[src/rtl/instr_issue_if.sv]
//------------------------------------------------------------------------------
// instr_issue_if : job handshake and instruction-buffer write bus
//   for instr_issue. Carries stall_cycles when ISSUE_STATS_EN is defined.
// Revision: 1.0
//------------------------------------------------------------------------------
`default_nettype none

interface instr_issue_if #(
  parameter int INSTR_W = 8,
  parameter int DEPTH   = 16,
  parameter int CNT_W   = 8
);
  localparam int OCC_W = $clog2(DEPTH + 1);

  logic               job_valid;
  logic               job_ready;
  logic [CNT_W-1:0]   job_tiles;
  logic               rd_nxt_inst;
  logic               wr_en;
  logic [INSTR_W-1:0] instr;
  logic               job_done;
  logic [OCC_W-1:0]   occupancy;
`ifdef ISSUE_STATS_EN
  logic [15:0]        stall_cycles;
`endif

`ifdef ISSUE_STATS_EN
  modport slave (
    input  job_valid, job_tiles, rd_nxt_inst,
    output job_ready, wr_en, instr, job_done, occupancy, stall_cycles
  );
  modport master (
    output job_valid, job_tiles, rd_nxt_inst,
    input  job_ready, wr_en, instr, job_done, occupancy, stall_cycles
  );
`else
  modport slave (
    input  job_valid, job_tiles, rd_nxt_inst,
    output job_ready, wr_en, instr, job_done, occupancy
  );
  modport master (
    output job_valid, job_tiles, rd_nxt_inst,
    input  job_ready, wr_en, instr, job_done, occupancy
  );
`endif

endinterface : instr_issue_if

`default_nettype wire

[src/rtl/instr_issue.sv]
//------------------------------------------------------------------------------
// instr_issue : expands a tile-count job into one buffer write per tile,
//   gated by a credit counter. Optional macro ISSUE_STATS_EN adds stall_cycles.
// Revision: 1.0
//------------------------------------------------------------------------------
`default_nettype none

module instr_issue #(
  parameter int INSTR_W = 8,
  parameter int DEPTH   = 16,
  parameter int CNT_W   = 8
) (
  input  logic          clk,
  input  logic          rst,
  instr_issue_if.slave  bus
);

  localparam int OCC_W = $clog2(DEPTH + 1);
  localparam int FLD_W = INSTR_W - 2;
  localparam logic [OCC_W-1:0] OCC_FULL = OCC_W'(DEPTH);

  localparam logic [1:0] ST_IDLE  = 2'd0;
  localparam logic [1:0] ST_ISSUE = 2'd1;
  localparam logic [1:0] ST_DONE  = 2'd2;

  logic [1:0]         state_q, state_d;
  logic [CNT_W-1:0]   tiles_q, idx_q;
  logic [OCC_W-1:0]   occ_q;
  logic               job_ready_q, wr_en_q, job_done_q;
  logic [INSTR_W-1:0] instr_q;

  logic               w_accept, w_issue, w_stall, w_dec, w_last, w_first;
  logic [FLD_W-1:0]   w_idx_fld;

  // Tile index field wraps modulo 2^(INSTR_W-2), or is zero-extended if wider.
  generate
    if (FLD_W <= CNT_W) begin : g_idx_trunc
      assign w_idx_fld = idx_q[FLD_W-1:0];
    end else begin : g_idx_ext
      assign w_idx_fld = {{(FLD_W-CNT_W){1'b0}}, idx_q};
    end
  endgenerate

  assign w_last  = (idx_q == tiles_q - CNT_W'(1));
  assign w_first = (idx_q == '0);
  assign w_dec   = bus.rd_nxt_inst && (occ_q != '0);

  always_comb begin
    state_d  = state_q;
    w_accept = 1'b0;
    w_issue  = 1'b0;
    w_stall  = 1'b0;
    case (state_q)
      ST_IDLE: begin
        if (bus.job_valid && job_ready_q) begin
          w_accept = 1'b1;
          state_d  = (bus.job_tiles == '0) ? ST_DONE : ST_ISSUE;
        end
      end
      ST_ISSUE: begin
        if (occ_q != OCC_FULL) begin
          w_issue = 1'b1;
          if (w_last) state_d = ST_DONE;
        end else begin
          w_stall = 1'b1;
        end
      end
      ST_DONE:  state_d = ST_IDLE;
      default:  state_d = ST_IDLE;
    endcase
  end

  always_ff @(posedge clk or negedge rst) begin
    if (!rst) begin
      state_q     <= ST_IDLE;
      tiles_q     <= '0;
      idx_q       <= '0;
      occ_q       <= '0;
      job_ready_q <= 1'b0;
      wr_en_q     <= 1'b0;
      instr_q     <= '0;
      job_done_q  <= 1'b0;
    end else begin
      state_q     <= state_d;
      // Ready only after a full idle cycle, so a new job never shares job_done's cycle.
      job_ready_q <= (state_q == ST_IDLE) && !w_accept;
      wr_en_q     <= w_issue;
      job_done_q  <= (state_q == ST_DONE);
      if (w_accept) begin
        tiles_q <= bus.job_tiles;
        idx_q   <= '0;
      end else if (w_issue) begin
        idx_q <= idx_q + CNT_W'(1);
      end
      if (w_issue) instr_q <= {w_idx_fld, w_last, w_first};
      if (w_issue && !w_dec)      occ_q <= occ_q + OCC_W'(1);
      else if (!w_issue && w_dec) occ_q <= occ_q - OCC_W'(1);
    end
  end

  assign bus.job_ready = job_ready_q;
  assign bus.wr_en     = wr_en_q;
  assign bus.instr     = instr_q;
  assign bus.job_done  = job_done_q;
  assign bus.occupancy = occ_q;

`ifdef ISSUE_STATS_EN
  logic [15:0] stall_q;

  always_ff @(posedge clk or negedge rst) begin
    if (!rst)                           stall_q <= '0;
    else if (w_accept)                  stall_q <= '0;
    else if (w_stall && stall_q != '1)  stall_q <= stall_q + 16'd1;
  end

  assign bus.stall_cycles = stall_q;
`else
  logic w_stall_unused;
  assign w_stall_unused = w_stall;
`endif

endmodule : instr_issue

`default_nettype wire
[src/flat_wrapper.sv]
// flat-port wrapper written by rule: the top's interface ports become plain ports
module instr_issue_flat 
#(
  parameter int INSTR_W = 8,
  parameter int DEPTH   = 16,
  parameter int CNT_W   = 8
)
  (clk, rst, bus_job_valid, bus_job_tiles, bus_rd_nxt_inst, bus_job_ready, bus_wr_en, bus_instr, bus_job_done, bus_occupancy);
  instr_issue_if #(.INSTR_W(INSTR_W), .DEPTH(DEPTH), .CNT_W(CNT_W)) bus_i ();
  input  logic clk;
  input  logic rst;
  input wire logic [$bits(bus_i.job_valid)-1:0] bus_job_valid;
  input wire logic [$bits(bus_i.job_tiles)-1:0] bus_job_tiles;
  input wire logic [$bits(bus_i.rd_nxt_inst)-1:0] bus_rd_nxt_inst;
  output wire logic [$bits(bus_i.job_ready)-1:0] bus_job_ready;
  output wire logic [$bits(bus_i.wr_en)-1:0] bus_wr_en;
  output wire logic [$bits(bus_i.instr)-1:0] bus_instr;
  output wire logic [$bits(bus_i.job_done)-1:0] bus_job_done;
  output wire logic [$bits(bus_i.occupancy)-1:0] bus_occupancy;
  assign bus_i.job_valid = bus_job_valid;
  assign bus_i.job_tiles = bus_job_tiles;
  assign bus_i.rd_nxt_inst = bus_rd_nxt_inst;
  assign bus_job_ready = bus_i.job_ready;
  assign bus_wr_en = bus_i.wr_en;
  assign bus_instr = bus_i.instr;
  assign bus_job_done = bus_i.job_done;
  assign bus_occupancy = bus_i.occupancy;
  instr_issue #(.INSTR_W(INSTR_W), .DEPTH(DEPTH), .CNT_W(CNT_W)) u_core (.clk(clk), .rst(rst), .bus(bus_i));
endmodule
[config.mk]
export PLATFORM = sky130hd
export DESIGN_NAME = instr_issue_flat
export DESIGN_NICKNAME = d
export VERILOG_FILES = /design/src/rtl/instr_issue_if.sv /design/src/rtl/instr_issue.sv /design/src/flat_wrapper.sv
export SDC_FILE = /design/constraint.sdc
export NUM_CORES = 1
export LEC_CHECK = 0
export ABC_AREA = 1
export CAP_MARGIN = 5
export CORE_UTILIZATION = 25
export DETAILED_ROUTE_END_ITERATION = 8
export PLACE_DENSITY = 0.54
export SLEW_MARGIN = 15
export SYNTH_ARGS = -nofsm -noshare
export SYNTH_HDL_FRONTEND = slang
export SYNTH_SLANG_ARGS = --single-unit
[constraint.sdc]
create_clock -name clk -period 2.6 [get_ports clk]
set_input_delay 0.26 -clock clk [delete_from_list [all_inputs] [get_ports clk]]
set_output_delay 0.26 -clock clk [all_outputs]
set_load 0.1 [all_outputs]
* Yosys cells after proc, flatten, opt, wreduce, memory -nomap -nowiden *
Cells that the tools add are included.
Widths: inputs -> output; s select.

operators by class
  mux-type cells = 13
  add/subtract/negate cells = 4
  eq/ne operators = 7
  reductions and logical operators = 15

operators with widths
  operator             number
  $logic_not 8->1      2
  $mux 8               2
  $mux 5               2
  $add 8x1->8 const B  1
  $eq 8x8->1           1
  $mux 2               4
  $sub 8x1->8 const B  1
  $ne 2x1->1 const B   3
  $add 5x1->5 const B  1
  $logic_and 1x1->1    5
  $ne 5x5->1 const B   1
  $reduce_bool 5->1    1
  $sub 5x1->5 const B  1
  $mux 1               4
  $pmux 2 s2           1
  $reduce_bool 2->1    2
  $logic_not 1->1      3
  $reduce_and 3->1     1
  $eq 2x1->1 const B   1
  $eq 2x2->1 const B   1
  $logic_not 2->1      1

storage, ports and cells
  output and inout bits = 16
  input port bits = 12
  register bits after elaboration = 34
  word-level logic and storage cells = 47

* Depth between registers and ports, before layout *
Gate-level depths: netlist of the first run.

  depth in word-level cells = 7
  gate-level depth with buffers = 15
  mapped depth without buffers = 15

* Least setup slack after synthesis of the first run *
No wires, ideal clock.

  path kind = register to register
  start point = reg u_core.occ_q[0] (netlist: u_core.bus.occupancy[0])
  end point = reg u_core.occ_q[4] (netlist: u_core.bus.occupancy[4])
  clock period less this slack = 2.680 ns
  cell stages (with the launch flop) = 16
  library setup time = 0.083 ns
  slack = -0.080 ns
  path buffers = 0
  arrival time = 2.597 ns
  required time = 2.517 ns
  path through = dfrtp_1 > nor2_1 > nand2_1 > nor2_2 > inv_2 > nand2_4 > inv_2 > ha_1 > inv_1 > fa_1 > nand2_1 > nand2_1 > a21oi_1 > xor2_1 > nand2_1 > o21ai_0

between the ends
  longest elaborated chain between the ends = 6
  elaborated cells between the ends (all ways) = 14
  those cells by class = 2 x add/sub; 1 x eq/ne; 4 x mux; 7 x reduce/logical

RTL lines
  item                         line               text
  start: declaration           instr_issue.sv:28  logic [OCC_W-1:0] occ_q;
  start signal: assignment     instr_issue.sv:96  if (w_issue && !w_dec) occ_q <= occ_q + OCC_W'(1);
  start signal: assignment     instr_issue.sv:97  else if (!w_issue && w_dec) occ_q <= occ_q - OCC_W'(1);
  $ne 5x5->1 (*)               instr_issue.sv:61  if (occ_q != OCC_FULL) begin
  $mux 1 (*)                   instr_issue.sv:61
  $mux 1 (*)                   instr_issue.sv:53  case (state_q)
  named net u_core.w_issue     instr_issue.sv:32  logic w_accept, w_issue, w_stall, w_dec, w_last, w_first;
  $logic_not 1->1              instr_issue.sv:97
  $logic_and 1x1->1            instr_issue.sv:97
  $reduce_bool 2->1 (no line)  --

Mark *: on every way through the listed nets, which the timed path passes. The rest lies on a longest branch. The select of a mux whose other input is x is not followed.
A chain may end at the register's enable or synchronous reset.

* Worst setup path in the final report of the first run *
  start point = reg u_core.occ_q[0] (netlist: u_core.bus.occupancy[0])
  end point = reg u_core.occ_q[4] (netlist: u_core.bus.occupancy[4])

between the ends
  longest elaborated chain between the ends = 6
  elaborated cells between the ends (all ways) = 14
  those cells by class = 2 x add/sub; 1 x eq/ne; 4 x mux; 7 x reduce/logical

RTL lines
  item
  branches (longest 6 deep; another with $sub 5x1->5)

Several ways; the timed one is not identified. The select of a mux whose other input is x is not followed.

==> results by group, run 1 <==
Worst setup path
  – Slowest library cell on the worst path: sky130_fd_sc_hd__dfrtp_2
  – Startpoint of the worst setup timing path: u_core.bus.occupancy[0]
  – CP top delay family: adder cells
  – Series of cell instances along the critical path: nor2_1 > nand2_1 > o21ai_0 > ha_1 > inv_1 > fa_1 > nand2_1 > nand2_1 > a21oi_1 > xor2_1 > nand2_1 > o21ai_0
  – Crit path to: u_core.bus.occupancy[4]
  – Cell seen most often among critical-path stages: sky130_fd_sc_hd__nand2_1
  – Critical path data required time: between 2000 and 3000 ps
  – Setup Crit Path Kind: register to register
  – Setup slack of the most critical reg-to-reg path: ~360 ps
  – Number of cells traversed by the worst register-to-register path: 12
  – Buffers and inverters on the worst path: 1
  – Nature of the critical path endpoint: register
  – Capture point of the worst reg-to-reg path: u_core.bus.occupancy[4]
  – CP Launch Type: register
  – Largest driver fanout on the critical path: 5
  – Depth of the critical timing path with buffers and inverters included: 12
  – CP arrival: 2440 ps
  – FF-to-FF Start: u_core.bus.occupancy[0]
  – Maximum single-stage delay on the critical path: 450 ps

Detailed routing
  – Drt via density: about 4.2
  – Routed vias: roughly 1600
  – Drt initial violations: 73
  – Average wire per cell in the routed design: ~11 um
  – Residual DRC count: 0
  – Number of nets with antenna violations after routing: 0
  – Total wire length after detailed routing: between 4000 and 5000 um
  – 1st-pass router iterations: 4

Placed design
  – Port Buffer Count: 27
  – Gp weighted congestion: 0.7801
  – Half-perimeter wire length after detailed placement: between 3000 and 4000 um

STA
  – Count of endpoints failing hold in the final timing report: 0
  – Clock Skew: 6.777 ps
  – Slew Limit Headroom: between 70% and 80%
  – Min Tclk post-route: 2240 ps
  – Transition time of the tightest slew-check pin: 446.5 ps
  – Highest Clock Rate: 0.4465 GHz
  – Post-route clock period utilization: a little under nine tenths
  – Hold WS: around 380 ps
  – Setup tns final: 0 ps
  – Number of max-slew violations in the final report: 0
  – Final setup violating endpoints: 0
  – RSZ-0062 raised after global routing: false

Global route
  – GRT Overall Usage: 11.49%
  – Initial antenna violation count: 0
  – Via count of the first global-routing pass: around 1400
  – Aggregate global routing overflow: 0
  – Largest net degree at the start of global routing: 35
  – Wire length of the first global-routing pass: 6817 um

Synth
  – Synthesized instance count: 251
  – Predominant post-synthesis flop cell: sky130_fd_sc_hd__dfrtp_1
  – Number of distinct library cell variants in the gate-level netlist after synthesis: 26
  – Post-synthesis async set-or-reset flop share: between 90% and 100%
  – Number of synthesized flops with an enable pin: 0
  – Synthesis warning total: 0
  – Post-Synthesis Cell Area: about 0.0019 mm2
  – Synth Area per Inst: approximately 7.6 um2
  – Seq cells post-synth: 34
  – Net count after synthesis: roughly 270
  – Proportion of synthesized chip area in sequential cells: between 40% and 50%

Job
  – Max-cap violations: 0

Floorplan
  – Number of cell rows: 31
  – Total I/O pin count: 28
  – Overall die height: about 89 um
  – Die Span X: between 80 and 90 um
  – Die area: roughly 0.0080 mm2
  – Starting utilization of the core area: 26.10%
  – Core Region: between 0.007 and 0.008 mm2

Final layout
  – Area taken by multi-input logic gates: roughly 900 um2
  – Layout cells sized above 1: 13.38%
  – Sequential cell area: ~850 um2
  – Nets: 303
  – Number of fillers in the final layout: about 820
  – Inserted Diodes: 0
  – Post-Route Utilization: around 32%
  – Area added between synthesis and finish: 22.88%

CTS
  – Master cell of the clock root buffer: sky130_fd_sc_hd__clkbuf_8
  – CTS-repair resized insts: 0
  – Sinks on the clock net: 34
  – Htree depth: 2
  – Number of buffers between clock root and the deepest sink: 2
  – Clock transition time at the flip-flop clock pins of the worst setup and hold paths: ~70 ps
  – Post-CTS setup-driven buffer insertion count: 0
  – CTS tree: built
  – Skew-Pair Late Insertion Delay: between 200 and 300 ps
  – Quantity of hold-fixing buffers added after cts: 0
  – CTS Buf Count: 5

Run status
  – Result of the run: complete, no violations

Min path
  – Worst min path class: input pin to asynchronous set/reset pin
## layout by cell type, fill, tap and decap left out, types with 3 or more instances in the layout
cell	netlist	layout
sky130_fd_sc_hd__a21oi_1	5	5
sky130_fd_sc_hd__buf_4	0	19
sky130_fd_sc_hd__clkbuf_8	0	6
sky130_fd_sc_hd__clkdlybuf4s50_1	0	11
sky130_fd_sc_hd__dfrtp_1	34	31
sky130_fd_sc_hd__dfrtp_2	0	3
sky130_fd_sc_hd__ha_1	7	7
sky130_fd_sc_hd__inv_1	25	25
sky130_fd_sc_hd__inv_2	4	4
sky130_fd_sc_hd__nand2_1	87	87
sky130_fd_sc_hd__nand3_1	18	18
sky130_fd_sc_hd__nand4_1	4	4
sky130_fd_sc_hd__nor2_1	22	22
sky130_fd_sc_hd__o21ai_0	13	13
sky130_fd_sc_hd__o21ai_1	7	7
sky130_fd_sc_hd__xnor2_1	3	3
sky130_fd_sc_hd__xor2_1	4	4
## logic make-up (layout without fill, tap and decap cells)
group / after synthesis / after routing / synth area share, %
XOR/XNOR: 7 / 7 / 3.222
AO/OA/AOI/OAI: 28 / 28 / 7.824
adder cells (fa/ha/maj): 8 / 8 / 5.654
flip-flops: 34 / 34 / 44.71
AND/OR/NAND/NOR: 139 / 139 / 30.77
buffers and inverters: 35 / 68 / 7.823
## layer usage
metal / vias to the layer above / part of all wire [%] / routed length, um / global-route usage [%]
li1: 863 / - / - / -
met1: 710 / 52 / 2138 / 16.31
met2: 30 / 43 / 1793 / 16.86
met3: 5 / 3.9 / 163 / 3.047
met4: 0 / 0.99 / 41 / 3.896
met5: - / 0 / 0 / 0
## worst register-to-register path, cell delays in order (launching register included)
cell and delay (ps):
sky130_fd_sc_hd__dfrtp_2 450, sky130_fd_sc_hd__nor2_1 120, sky130_fd_sc_hd__nand2_1 90, sky130_fd_sc_hd__o21ai_0 200
sky130_fd_sc_hd__ha_1 210, sky130_fd_sc_hd__inv_1 100, sky130_fd_sc_hd__fa_1 390, sky130_fd_sc_hd__nand2_1 90
sky130_fd_sc_hd__nand2_1 50, sky130_fd_sc_hd__a21oi_1 160, sky130_fd_sc_hd__xor2_1 170, sky130_fd_sc_hd__nand2_1 60
sky130_fd_sc_hd__o21ai_0 70
## sequential cells by signal (all words and copies together) (netlist names)
| register | flops |
|---|---|
| u_core.bus.job_ready | 1 |
| u_core.idx_q | 8 |
| u_core.bus.job_done | 1 |
| u_core.bus.instr | 8 |
| u_core.tiles_q | 8 |
| u_core.bus.occupancy | 5 |
| u_core.state_q | 2 |
| u_core.bus.wr_en | 1 |
## synth_stat cells, types with 2 or more instances
cell type	n	area share, %
sky130_fd_sc_hd__xnor2_1	3	1.4
sky130_fd_sc_hd__buf_2	2	0.53
sky130_fd_sc_hd__inv_2	4	0.79
sky130_fd_sc_hd__o21ai_0	13	3.4
sky130_fd_sc_hd__nor2_1	22	4.3
sky130_fd_sc_hd__dfrtp_1	34	45
sky130_fd_sc_hd__ha_1	7	4.6
sky130_fd_sc_hd__nand2_1	87	17
sky130_fd_sc_hd__buf_6	2	1.2
sky130_fd_sc_hd__a21oi_1	5	1.3
sky130_fd_sc_hd__xor2_1	4	1.8
sky130_fd_sc_hd__nor3_2	2	1.1
sky130_fd_sc_hd__nand4_1	4	1.3
sky130_fd_sc_hd__nor4_1	2	0.66
sky130_fd_sc_hd__nand3_1	18	4.7
sky130_fd_sc_hd__inv_1	25	4.9
sky130_fd_sc_hd__nor2_2	2	0.66
sky130_fd_sc_hd__o21ai_1	7	1.8
## worst min path at each step
stage | startpoint | to | slack, ps | cells after the start
6_report | rst | u_core.bus.wr_en | 380 | 2
5_1_grt | rst | u_core.bus.wr_en | 410 | 2
4_1_cts | rst | u_core.tiles_q[3] | 400 | 2
3_5_place_dp | u_core.bus.instr[7] | u_core.bus.instr[7] | 470 | 2
3_3_place_gp | u_core.bus.instr[7] | u_core.bus.instr[7] | 470 | 2
2_1_floorplan | rst | u_core.bus.instr[0] | -40 | 0
## area by class of cell
type	count	share of cell area (%)
tap	99	5.297
clock inverter	1	0.2140
multi-input combinational	182	38.63
clock buffer	7	3.692
inverter	30	4.815
timing repair buffer	30	10.81
sequential	34	36.54
## metrics by stage
step / setup WS [ps] / instance area, um2 / std cells
final: 360.2 / 2338 / 383
after global routing: 69.94 / 2338 / 383
after CTS: 366.7 / 2338 / 383
after detailed placement: 388.5 / 2247 / 375
after global placement: 430.1 / 2247 / 375
after floorplan: 0.2609 / 1907 / 251
Power of run 1 is left out: the tool's default activity adds up to more than one toggle a clock period on the data nets, which glitch-free logic cannot reach.
==> run 2, diff against run 1 <==
--- a/config.mk
+++ b/config.mk
@@ -7,6 +7,7 @@
 export LEC_CHECK = 0
 export ABC_AREA = 1
 export CAP_MARGIN = 5
+export CORE_ASPECT_RATIO = 1.2
 export CORE_UTILIZATION = 25
 export DETAILED_ROUTE_END_ITERATION = 8
 export PLACE_DENSITY = 0.54
==> constraint.sdc (replaced) <==
create_clock -name clk -period 2.6 [get_ports clk]
set_input_delay 0.26 -clock clk [delete_from_list [all_inputs] [get_ports clk]]
set_output_delay 0.26 -clock clk [all_outputs]
set_load 0.05 [all_outputs]
==> results by group, run 2 (synthesis results as in run 1) <==
Run status
  – Result of the run: complete, no violations (unchanged)

CTS
  – CTS-repair resized insts: 0 (unchanged)
  – CTS tree: built (unchanged)
  – CTS Buf Count: 5 (unchanged)
  – Master cell of the clock root buffer: sky130_fd_sc_hd__clkbuf_8 (unchanged)
  – Skew-Pair Late Insertion Delay: 290 ps (was 280 ps)
  – Clock transition time at the flip-flop clock pins of the worst setup and hold paths: 70 ps (about the same)
  – Htree depth: 2 (unchanged)
  – Quantity of hold-fixing buffers added after cts: 0 (unchanged)
  – Number of buffers between clock root and the deepest sink: 2 (unchanged)
  – Post-CTS setup-driven buffer insertion count: 0 (unchanged)
  – Sinks on the clock net: 34 (unchanged)

Floorplan
  – Starting utilization of the core area: 26.01% (was 26.10%)
  – Number of cell rows: 34 (was 31)
  – Total I/O pin count: 28 (unchanged)
  – Overall die height: 97.58 um (was 89.25 um)
  – Die Span X: 81.65 um (was 89.25 um)
  – Core Region: 0.007317 mm2 (was 0.007292 mm2)
  – Die area: 0.007967 mm2 (was 0.007966 mm2)

Power and ir drop
  – Leakage power: 1.156 nW
  – IR Drop Worst-Case VDD: ~0.00042 V
  – Power per unit of standard cell area: about 1400 mW/mm2
  – Power Total: around 0.0032 W

Detailed routing
  – Residual DRC count: 0 (unchanged)
  – Total wire length after detailed routing: 4249 um (was 4136 um)
  – Drt via density: 4.342 (was 4.198)
  – 1st-pass router iterations: 4 (unchanged)
  – Number of nets with antenna violations after routing: 0 (unchanged)
  – Routed vias: 1624 (was 1608)
  – Drt initial violations: 58 (was 73)
  – Average wire per cell in the routed design: 11.36 um (was 10.80 um)

Global route
  – GRT Overall Usage: 11.93% (was 11.49%)
  – Largest net degree at the start of global routing: 35 (unchanged)
  – Aggregate global routing overflow: 0 (unchanged)
  – Initial antenna violation count: 0 (unchanged)
  – Via count of the first global-routing pass: 1641 (was 1391)
  – Wire length of the first global-routing pass: 7224 um (was 6817 um)

Min path
  – Worst min path class: input pin to asynchronous set/reset pin (unchanged)

Worst setup path
  – CP arrival: 2450 ps (was 2440 ps)
  – Series of cell instances along the critical path: nor2_1 > nand2_1 > nor2_2 > inv_2 > nand2_4 > inv_2 > ha_1 > inv_1 > ha_1 > nand2_1 > nand2_1 > a21oi_1 > xor2_1 > nand2_1 > o21ai_0 (was nor2_1 > nand2_1 > o21ai_0 > ha_1 > inv_1 > fa_1 > nand2_1 > nand2_1 > a21oi_1 > xor2_1 > nand2_1 > o21ai_0)
  – CP top delay family: simple AND/OR/NAND/NOR gates (was adder cells)
  – Nature of the critical path endpoint: register (unchanged)
  – Maximum single-stage delay on the critical path: 430 ps (was 450 ps)
  – Largest driver fanout on the critical path: 6 (was 5)
  – Buffers and inverters on the worst path: 3 (was 1)
  – Slowest library cell on the worst path: sky130_fd_sc_hd__dfrtp_1 (was sky130_fd_sc_hd__dfrtp_2)
  – Setup Crit Path Kind: register to register (unchanged)
  – Setup slack of the most critical reg-to-reg path: 360 ps (about the same)
  – FF-to-FF Start: u_core.bus.occupancy[1] (was u_core.bus.occupancy[0])
  – Cell seen most often among critical-path stages: sky130_fd_sc_hd__nand2_1 (unchanged)
  – Capture point of the worst reg-to-reg path: u_core.bus.occupancy[4] (unchanged)
  – CP Launch Type: register (unchanged)
  – Critical path data required time: 2810 ps (was 2800 ps)
  – Number of cells traversed by the worst register-to-register path: 15 (was 12)

STA
  – Clock Skew: 3.457 ps (was 6.777 ps)
  – Count of endpoints failing hold in the final timing report: 0 (unchanged)
  – Post-route clock period utilization: 86.08% (was 86.14%)
  – Number of max-slew violations in the final report: 0 (unchanged)
  – RSZ-0062 raised after global routing: false (unchanged)
  – Setup tns final: 0 ps (unchanged)
  – Highest Clock Rate: 0.4468 GHz (was 0.4465 GHz)
  – Final setup violating endpoints: 0 (unchanged)
  – Transition time of the tightest slew-check pin: 507.4 ps (was 446.5 ps)
  – Slew Limit Headroom: 66.06% (was 70.23%)
  – Min Tclk post-route: 2238 ps (was 2240 ps)

Final layout
  – Number of fillers in the final layout: 787 (was 815)
  – Area added between synthesis and finish: 24.19% (was 22.88%)
  – Inserted Diodes: 0 (unchanged)
  – Highest-count cells in the layout ignoring fill and taps: sky130_fd_sc_hd__nand2_1, sky130_fd_sc_hd__dfrtp_1, sky130_fd_sc_hd__clkdlybuf4s50_1 (was sky130_fd_sc_hd__nand2_1, sky130_fd_sc_hd__dfrtp_1, sky130_fd_sc_hd__inv_1)
  – Sequential cell area: 850.8 um2 (was 854.6 um2)
  – Nets: 303 (unchanged)
  – Area taken by multi-input logic gates: 903.4 um2 (unchanged)
  – Leading cell type in the layout, fill and taps excluded: sky130_fd_sc_hd__nand2_1 (unchanged)
  – Post-Route Utilization: 32.30% (was 32.07%)
  – Post-layout instance count excluding filler cells: 374 (was 383)
  – Finished layout cell area: 0.002364 mm2 (was 0.002338 mm2)
  – Layout cells sized above 1: 6.690% (was 13.38%)

Placed design
  – Cell Count Post-Placement: 366 (was 375)
  – Port Buffer Count: 27 (unchanged)
  – Cell Area, Placed: 0.002272 mm2 (was 0.002247 mm2)
  – Gp weighted congestion: 0.8340 (was 0.7801)
  – Half-perimeter wire length after detailed placement: 3206 um (was 3124 um)

Job
  – Max-cap violations: 0 (unchanged)
==> run 2: worst max path at each step <==
stage | start | to | slack (ps) | depth (start not counted)
2_1_floorplan | u_core.bus.occupancy[0] | u_core.bus.occupancy[4] | 250 | 15
4_1_cts | u_core.bus.occupancy[1] | u_core.bus.occupancy[4] | 350 | 15
3_5_place_dp | u_core.bus.occupancy[1] | u_core.bus.occupancy[4] | 330 | 15
5_1_grt | u_core.bus.occupancy[0] | u_core.bus.occupancy[4] | 70 | 15
6_report | u_core.bus.occupancy[1] | u_core.bus.occupancy[4] | 360 | 15
3_3_place_gp | u_core.bus.occupancy[0] | u_core.bus.occupancy[4] | 440 | 15
==> run 2: per-layer routing <==
layer	vias to the layer above	wire length [um]	track usage (%)	part of all wire, %
met1	728	1918	14.01	45
li1	863	-	-	-
met3	6	137	3.005	3.2
met5	-	0	0	0
met4	0	85	4.453	2.0
met2	27	2108	20.38	50
==> run 2: power breakdown <==
group,total [W],switching (W),leakage [nW],internal (W)
registers,0.00101,0.000244,0.419,0.000766
clock network,0.000403,0.000189,0.0482,0.000213
logic,0.00181,0.00116,0.688,0.000650
==> run 2: layout make-up <==
cell class | count | area share [%]
Clock buffer | 7 | 3.653
Clock inverter | 1 | 0.2118
Inverter | 30 | 4.764
Multi-Input combinational cell | 182 | 38.22
Sequential cell | 34 | 36.00
Tap cell | 90 | 4.764
Timing Repair Buffer | 30 | 12.39
==> run 2: through the flow <==
stage                     hold slack (ps)  worst slack, ps
final                               386.2            361.9
after global routing                432.1            70.36
after CTS                           407.1            345.7
after detailed placement            469.6            330.7
after global placement              467.2            442.1
after floorplan                    -35.59            245.4
(Power assumes the default switching activity.)
